$ cat config.mk
export PLATFORM = sky130hd
export DESIGN_NAME = line_rasterizer
export DESIGN_NICKNAME = d
export VERILOG_FILES = /design/src/rtl/line_rasterizer.sv
export SDC_FILE = /design/constraint.sdc
export NUM_CORES = 1
export LEC_CHECK = 0
export ABC_AREA = 1
export CELL_PAD_IN_SITES_DETAIL_PLACEMENT = 0
export CELL_PAD_IN_SITES_GLOBAL_PLACEMENT = 1
export CORE_MARGIN = 2
export CORE_UTILIZATION = 30
export CTS_CLUSTER_DIAMETER = 40
export DETAILED_ROUTE_END_ITERATION = 10
export HOLD_SLACK_MARGIN = 0.05
export PLACE_DENSITY = 0.67
export SYNTH_ARGS = -nofsm -noshare
export SYNTH_HDL_FRONTEND = slang
export SYNTH_SLANG_ARGS = --single-unit
$ cat constraint.sdc
create_clock -name PLB_clk -period 3.7 [get_ports PLB_clk]
set_input_delay 0.37 -clock PLB_clk [delete_from_list [all_inputs] [get_ports PLB_clk]]
set_output_delay 0.37 -clock PLB_clk [all_outputs]
set_load 0.005 [all_outputs]
$ cat src/rtl/line_rasterizer.sv
// Bresenham line rasterizer feeding the rasterizer-to-framebuffer-writer FIFO, one pixel per cycle.
// Optional screen clipping is enabled by defining LINE_RASTERIZER_CLIP_EN.
module line_rasterizer #(
  parameter int X_W               = 11,
  parameter int Y_W               = 10,
  parameter int LINE_LEN          = 9,
  parameter int COL_LEN           = 10,
  parameter int SCREEN_W          = 640,
  parameter int SCREEN_H          = 480,
  parameter int RAST_FBW_FIFO_LEN = 96
) (
  input  logic                         PLB_clk,
  input  logic                         reset_n,
  input  logic                         cmd_valid,
  output logic                         cmd_ready,
  input  logic                         cmd_flush,
  input  logic [X_W-1:0]               cmd_x0,
  input  logic [X_W-1:0]               cmd_x1,
  input  logic [Y_W-1:0]               cmd_y0,
  input  logic [Y_W-1:0]               cmd_y1,
  input  logic [31:0]                  cmd_color,
  input  logic                         fifo_full,
  output logic                         fifo_wr_en,
  output logic [0:RAST_FBW_FIFO_LEN-1] fifo_data,
  output logic                         busy,
  output logic [31:0]                  pix_count
);

  localparam int CW = ((X_W > Y_W) ? X_W : Y_W) + 2;

  // Visible area must fit the word fields and the word layout is fixed at 96 bits.
  if (SCREEN_W > (1 << COL_LEN) || SCREEN_H > (1 << LINE_LEN) || RAST_FBW_FIFO_LEN != 96)
  begin : g_bad_cfg
    $error("line_rasterizer: unsupported parameter combination");
  end

  typedef enum logic [1:0] {IDLE, SETUP, DRAW, FLUSH} state_t;

  state_t                state;
  logic [X_W-1:0]        x0_q, x1_q, x_q;
  logic [Y_W-1:0]        y0_q, y1_q, y_q;
  logic [31:0]           color_q;
  logic signed [CW-1:0]  dx_q, dy_q, err_q;
  logic                  sx_neg, sy_neg;

  logic signed [CW-1:0]  dx_raw, dy_raw, dx_abs, dy_neg, err_next;
  logic signed [CW:0]    e2;
  logic                  step_x, step_y, at_end, visible, pix_wr, advance;

  assign dx_raw = $signed(CW'(x1_q)) - $signed(CW'(x0_q));
  assign dy_raw = $signed(CW'(y1_q)) - $signed(CW'(y0_q));
  assign dx_abs = dx_raw[CW-1] ? -dx_raw : dx_raw;
  assign dy_neg = dy_raw[CW-1] ? dy_raw : -dy_raw;

  // Both error tests look at the pre-update err; both corrections may land together.
  assign e2       = {err_q, 1'b0};
  assign step_x   = (e2 >= dy_q);
  assign step_y   = (e2 <= dx_q);
  assign err_next = err_q + (step_x ? dy_q : '0) + (step_y ? dx_q : '0);
  assign at_end   = (x_q == x1_q) && (y_q == y1_q);

`ifdef LINE_RASTERIZER_CLIP_EN
  assign visible = (x_q < X_W'(SCREEN_W)) && (y_q < Y_W'(SCREEN_H));
`else
  assign visible = 1'b1;
`endif

  // Off-screen pixels are skipped without waiting for FIFO space.
  assign pix_wr  = (state == DRAW) && visible && !fifo_full;
  assign advance = (state == DRAW) && (pix_wr || !visible);

  // NOTE: state registers use non-blocking assignments so every flop samples pre-edge values.
  always_ff @(posedge PLB_clk or negedge reset_n) begin
    if (!reset_n) begin
      state     <= IDLE;
      x0_q      <= '0;
      x1_q      <= '0;
      y0_q      <= '0;
      y1_q      <= '0;
      x_q       <= '0;
      y_q       <= '0;
      color_q   <= '0;
      dx_q      <= '0;
      dy_q      <= '0;
      err_q     <= '0;
      sx_neg    <= 1'b0;
      sy_neg    <= 1'b0;
      pix_count <= '0;
    end else begin
      if (pix_wr) pix_count <= pix_count + 32'd1;
      case (state)
        IDLE: begin
          if (cmd_valid) begin
            if (cmd_flush) begin
              state <= FLUSH;
            end else begin
              x0_q    <= cmd_x0;
              x1_q    <= cmd_x1;
              y0_q    <= cmd_y0;
              y1_q    <= cmd_y1;
              color_q <= cmd_color;
              state   <= SETUP;
            end
          end
        end
        SETUP: begin
          dx_q   <= dx_abs;
          dy_q   <= dy_neg;
          err_q  <= dx_abs + dy_neg;
          sx_neg <= (x0_q >= x1_q);
          sy_neg <= (y0_q >= y1_q);
          x_q    <= x0_q;
          y_q    <= y0_q;
          state  <= DRAW;
        end
        DRAW: begin
          if (advance) begin
            if (at_end) begin
              state <= IDLE;
            end else begin
              err_q <= err_next;
              if (step_x) x_q <= sx_neg ? x_q - 1'b1 : x_q + 1'b1;
              if (step_y) y_q <= sy_neg ? y_q - 1'b1 : y_q + 1'b1;
            end
          end
        end
        FLUSH: begin
          if (!fifo_full) state <= IDLE;
        end
        default: state <= IDLE;
      endcase
    end
  end

  // NOTE: every output gets a default first so no path through the case can infer a latch.
  always_comb begin
    cmd_ready  = (state == IDLE);
    busy       = (state != IDLE);
    fifo_wr_en = 1'b0;
    fifo_data  = '0;
    case (state)
      DRAW: begin
        fifo_wr_en = pix_wr;
        fifo_data  = {16'(y_q[LINE_LEN-1:0]), 16'(x_q[COL_LEN-1:0]), color_q, 32'h0};
      end
      FLUSH: begin
        fifo_wr_en = !fifo_full;
        fifo_data  = '1;
      end
      default: ;
    endcase
  end

endmodule

==> results.sh <==
export IMPL_status="finished, violations left"
export IMPL_failed_checks="negative setup slack"
export IMPL_yosys_top_cells_count="sky130_fd_sc_hd__nand2_1, sky130_fd_sc_hd__inv_1, sky130_fd_sc_hd__dfrtp_1"
export IMPL_hpwlAfterDp_um=32200
export IMPL_clock_path_buffers=2
export IMPL_yosysSeqAreaShare=0.3373
export IMPL_number_of_optimization_iterations_in_the_first_detailed_route_pass=5
export IMPL_dieHeight_um=209.0
export IMPL_cp_end_kind="register"
export IMPL_total_number_of_yosys_warnings=0
export IMPL_synth_largest_area_cell="sky130_fd_sc_hd__dfrtp_1"
export IMPL_worstSetupPathType="register to register"
export IMPL_final_hold_violations=0
export IMPL_synth_seq_cells=170
export IMPL_syn_nets=1817
export IMPL_route_met3_wl_um=2347
export IMPL_synthesis_area_um2=12610
export IMPL_post_synth_inst_count=1630
export IMPL_yosysMostFrequentCell="sky130_fd_sc_hd__nand2_1"
export IMPL_clkSlewWorstSetupHoldPaths_ns=0.07
export IMPL_htree_levels=4
export IMPL_largest_net_degree_at_the_start_of_global_routing=88
export IMPL_cp_required_ns=4.05
export IMPL_total_gr_overflow=0
export IMPL_drive_above_1_share=0.2384
export IMPL_synth_top_cell_area_share=0.3373
export IMPL_clock_tree_from_tritoncts="built"
export IMPL_routedWlPerCell_um=16.26
export IMPL_netlist_cell_type_count=49
export IMPL_main_area_contributors_after_synthesis="sky130_fd_sc_hd__dfrtp_1, sky130_fd_sc_hd__nand2_1, sky130_fd_sc_hd__ha_1, sky130_fd_sc_hd__inv_1, sky130_fd_sc_hd__a21oi_1"
export IMPL_met2_routed_wirelength_um=19990
export IMPL_hold_path_end="x0_q[9]$_DFFE_PN0P_"
export IMPL_postSynth_asyncResetShare=1.000
export IMPL_critical_path_reg2reg_endpoint="err_q[12]$_DFFE_PN0P_"
export IMPL_timing_critical_path_slowest_stage_cell="sky130_fd_sc_hd__fa_1"
export IMPL_port_buffers=209
export IMPL_synth_area_per_cell_um2=7.737
export IMPL_holdCritStartpoint="cmd_x0[9]"
export IMPL_worst_slew_pin_slew_ns=0.8211
export IMPL_final_hold_slack_ns=0.4816
export IMPL_timing_critical_path_slowest_cell_delay_ns=0.49
export IMPL_finalMaxSlewViolations=0
export IMPL_totalWireLength_um=41680
export IMPL_crit_fanout=6
export IMPL_remaining_antenna_violation_count_after_routing=0
export IMPL_multi_input_comb_area_um2=7579
export IMPL_vias_in_the_first_global_route=11997
export IMPL_tritoncts_num_buffers=17
export IMPL_r2r_start="err_q[0]$_DFFE_PN0P_"
export IMPL_finalSetupViolCount=8
export IMPL_clock_root_buffer="sky130_fd_sc_hd__clkbuf_16"
export IMPL_setup_slack_on_the_worst_flop_to_flop_path_ns=-0.35
export IMPL_groute_usage_overall=0.1913
export IMPL_clock_skew_final_ns=0.02258
export IMPL_kind_of_start_point_of_the_critical_path="register"
export IMPL_min_path_type="primary input to register"
export IMPL_critical_path_arrival_ns=4.39
export IMPL_max_cap_violations=0
export IMPL_critical_path_top_delay_family="simple AND/OR/NAND/NOR gates"
export IMPL_met1Wirelength_um=18640
export IMPL_gp_routability_congestion=0.8801
export IMPL_via_per_inst=4.610
export IMPL_slew_headroom=0.4526
export IMPL_rsz0062_at_grt="yes"
export IMPL_site_rows=75
export IMPL_period_minus_slack_ns=4.047
export IMPL_count_of_cell_instances_traversed_by_the_critical_path=26
export IMPL_start_util=0.3020
export IMPL_worstPathBufferInverterCount=6
export IMPL_max_freq_ghz=0.2471
export IMPL_clock_latency_ns=0.47
export IMPL_whs_path_depth=3
export IMPL_clock_sinks=170
export IMPL_layout_nets=2196
export IMPL_yosys_most_used_dff="sky130_fd_sc_hd__dfrtp_1"
export IMPL_io_pin_count=210
export IMPL_seqCellArea_um2=4262
export IMPL_drt_first_iter_violations=592
export IMPL_post_route_period_util=1.094
export IMPL_maxUsedRoutingLayer="met5"
export IMPL_synth_enable_flop_cells=0
export IMPL_n_fill_cell=4257
export IMPL_layout_setup_ws_ns=-0.3469
export IMPL_initial_antenna_violation_count=2
export IMPL_floorplan_die_area_um2=43690
export IMPL_post_route_drc_count=0
export IMPL_coreArea_um2=41760
export IMPL_layout_area_overhead_vs_synth_pct=41.86
export IMPL_path_common_cell="sky130_fd_sc_hd__nand2_1"
export IMPL_rr_worst_depth=26
export IMPL_die_w_um=209.0
export IMPL_wire_length_of_the_first_global_routing_pass_um=64980
export IMPL_detailroute_via_count=11816
==> state kept, by name, summed over array words and instances, names as in the netlist <==
| name | cells |
|---|---|
| err_q | 13 |
| sy_neg | 1 |
| sx_neg | 1 |
| dy_q | 13 |
| x0_q | 11 |
| y0_q | 10 |
| y_q | 10 |
| x1_q | 11 |
| y1_q | 10 |
| color_q | 32 |
| state | 2 |
| dx_q | 13 |
| x_q | 11 |
| pix_count | 32 |
==> worst register-to-register path, delay by kind of cell (launching register included) <==
family | cells | cell delay [ns]
compound gates | 4 | 0.51
fa+ha+maj | 3 | 1.06
buf+inv | 6 | 0.76
flops | 1 | 0.44
simple gates | 13 | 1.20
==> worst max path at each step <==
stage / end / startpoint
after floorplan: err_q[11]$_DFFE_PN0P_ / err_q[8]$_DFFE_PN0P_
after global placement: err_q[11]$_DFFE_PN0P_ / err_q[4]$_DFFE_PN0P_
after detailed placement: err_q[11]$_DFFE_PN0P_ / dy_q[5]$_DFFE_PN0P_
after CTS: err_q[11]$_DFFE_PN0P_ / err_q[4]$_DFFE_PN0P_
after global routing: err_q[12]$_DFFE_PN0P_ / err_q[0]$_DFFE_PN0P_
final: err_q[12]$_DFFE_PN0P_ / err_q[0]$_DFFE_PN0P_
==> cell type report <==
| cell class | count | area share |
|---|---|---|
| multi-input combinational | 1144 | 0.4236 |
| clock inverter | 14 | 0.008952 |
| clock buffer | 18 | 0.02455 |
| timing repair buffer | 441 | 0.2170 |
| tap | 539 | 0.03770 |
| inverter | 235 | 0.04966 |
| sequential | 170 | 0.2382 |
| antenna | 2 | 0.0002798 |
==> timing repair <==
item | 4_1_cts | 5_1_grt
hold buffers | 1 | 0
resized for setup | 35 | 78
endpoints found under the hold margin | 85 | 0
pin swaps | 22 | 40
endpoints found under the setup margin | 10 | 10
buffers inserted | 7 | 21
==> cells by family after synthesis <==
family,after synthesis,share of synthesized area
compound gates,270,0.1183
xor+xnor,80,0.05794
fa+ha+maj,108,0.1179
buf+inv,316,0.1076
flops,170,0.3373
mux,51,0.04554
simple gates,635,0.2154
==> stage by stage <==
step | setup TNS, ns | instances | util | setup slack (ns) | area [um^2]
final | -1.819 | 2563 | 0.4284 | -0.3469 | 17890
after global routing | -3.811 | 2561 | 0.4283 | -0.5650 | 17880
after CTS | -1.197 | 2541 | 0.4159 | -0.3328 | 17370
after detailed placement | -2.436 | 2501 | 0.3966 | -0.4645 | 16560
after global placement | -2.611 | 2501 | 0.3966 | -0.4786 | 16560
after floorplan | -0.02819 | 1630 | - | -0.02819 | 12730
==> layer usage <==
metal | GRT usage | up-vias
met3 | 0.05275 | 41
met4 | 0.04901 | 2
met1 | 0.2389 | 5552
met2 | 0.3256 | 222
li1 | - | 5999
met5 | 0 | -
==> cell usage in the layout, fill, tap and decap left out, drive strengths merged, types with 69 or more instances in the layout <==
master,count
nand2,389
inv,237
buf,231
clkdlybuf4s50,208
dfrtp,170
a21oi,127
nor2,118
o21ai,105
ha,90
nand3,69
Power is not shown: default switching activity piles up to over one toggle a cycle in this logic, so the estimate is an artifact.
==> patch: new RTL, same flow settings <==
Add a define of `LINE_RASTERIZER_CLIP_EN`.
--- a/src/rtl/line_rasterizer.sv
+++ b/src/rtl/line_rasterizer.sv
@@ -2,2 +2,4 @@
 // Optional screen clipping is enabled by defining LINE_RASTERIZER_CLIP_EN.
+`define LINE_RASTERIZER_CLIP_EN
+
 module line_rasterizer #(
Function: changed (a bounded check fails within 4 cycles, from zero or initial values and one cycle with reset_n low).
==> patch against the original RTL <==
- the run still ends with setup timing left
- sequential cell count is the same
- final cell count decreased by 0.16%
- cell area is 0.75% higher
- die area is 0.66% lower
- synthesized area down 0.67%
- setup slack gained 0.10 ns
- routed wire length down 1.8%
- critical endpoint is now err_q[9]
- largest cell class unchanged
Power is left out: it rests on default switching activity, and per cell area and clock period it moved more than threefold.
==> patch: results (changes against the original RTL) <==
status complete, but fails checks; CP max-delay cell fa_1; initial DRC count 462 (-22%); violated checks setup timing; vias in the first global route 12020 (+0.19%); Worst-Margin Slew 0.9774 ns (+0.1563 ns); worst setup margin -0.2472 ns (+0.09965 ns); synth unique cells 47 (-4.1%); fillers 4103 (-3.6%); synth cell count leaders 387 x nand2_1, 211 x inv_1, 170 x dfrtp_1; overall routing resource usage 19.11% (about the same); top post-synthesis cells by area dfrtp_1 34%, nand2_1 12%, ha_1 9.0%, inv_1 6.3%, a21oi_1 4.9%; slowest stage delay, CP 0.52 ns (+0.03 ns); Via density 4.640 (+0.64%); Syn. warnings 0 (unchanged); initial antenna violation count 0 (-2); top flop regs color_q x32, pix_count x32; Crit Path Max Fanout 4 (-2); Final Wtd Congestion 0.8949 (+1.7%); Synth Net Count 1810 (-0.39%); Clock Skew 0.01507 ns (-0.007509 ns); pin count of the biggest net entering global routing 93 (+5.7%); HPWL Detailed 31470 um (-2.2%); Inserted Diodes 0 (-2); IO buf count 209 (unchanged); final setup fails 5 (-3); global-route wire length before repair 64630 um (-0.55%); worst min-delay path class in2reg; sequential area share after synthesis 33.96% (+0.23 points); Critical Path AT 4.32 ns (-0.07 ns); share of cells above drive strength 1 24.67% (+0.83 points); number of nets in the layout 2201 (+0.23%); Setup TNS Final -0.6674 ns (+1.151 ns); Worst Setup End Kind register; Setup Slack @ Placement -0.5107 ns (-0.04618 ns); wire length per cell 15.99 um (-1.7%); CTS clk-pin slew, worst paths 0.08 ns
==> patch: stage by stage <==
step	hold slack, ns	cells	instance area, um^2
after floorplan	0.07441	1623	12590
after global placement	0.4568	2492	16460
after detailed placement	0.4826	2492	16460
after CTS	0.4295	2544	17650
after global routing	0.4676	2559	18020
final	0.4621	2559	18020
==> patch: critical path, delay by kind of cell, from the launching register on <==
family | cells | cell delay (ns)
adder cells (fa/ha/maj) | 4 | 1.25
AND/OR/NAND/NOR | 9 | 0.77
buffers and inverters | 8 | 0.74
AO/OA/AOI/OAI | 7 | 0.67
flip-flops | 1 | 0.39
==> patch: area by class of cell <==
class                   count  area (um^2)  share of cell area [%]
inverters                 221        839.6                   4.658
multi-input cells        1149         7712                   42.79
repair buffers            455         3993                   22.15
clock buffers              19        442.9                   2.457
flip-flops and latches    170         4255                   23.61
clock inverters            13        115.1                  0.6387
well taps                 532        665.6                   3.693
==> patch: metal layers <==
layer	global-route usage (%)	routed length, um	vias up
met5	0	0	-
met4	6.500	628	0
met3	4.604	2184	31
met2	30.32	18940	224
met1	25.45	19170	5604
li1	-	-	6014
==> patch: kinds of logic (layout without fill, tap and decap cells) <==
logic type	count (synthesis)	count (layout)	share of synthesized area [%]
simple gates	642	642	21.68
buf+inv	304	708	10.50
compound gates	264	264	11.56
flops	170	170	33.96
fa+ha+maj	108	108	11.87
xor+xnor	85	85	5.944
mux	50	50	4.495
==> patch: worst paths after layout <==
check / startpoint / end / slack, ns / cells after the start
max: err_q[4] / err_q[9] / -0.25 / 28
min: cmd_x0[3] / x0_q[3] / 0.46 / 3
max reg2reg: err_q[4] / err_q[9] / -0.25 / 28
min reg2reg: pix_count[31] / pix_count[31] / 0.49 / 1
max in group asynchronous: reset_n / dy_q[2] / 2.25 / 3
min in group asynchronous: reset_n / err_q[7] / 0.53 / 2
==> patch: repair_timing <==
action | 4_1_cts | 5_1_grt
pin swaps | 57 | 37
setup buffers | 20 | 16
hold endpoints to repair | 55 | 0
resized for setup | 104 | 66
hold buffers | 1 | 0
endpoints found under the setup margin | 10 | 11
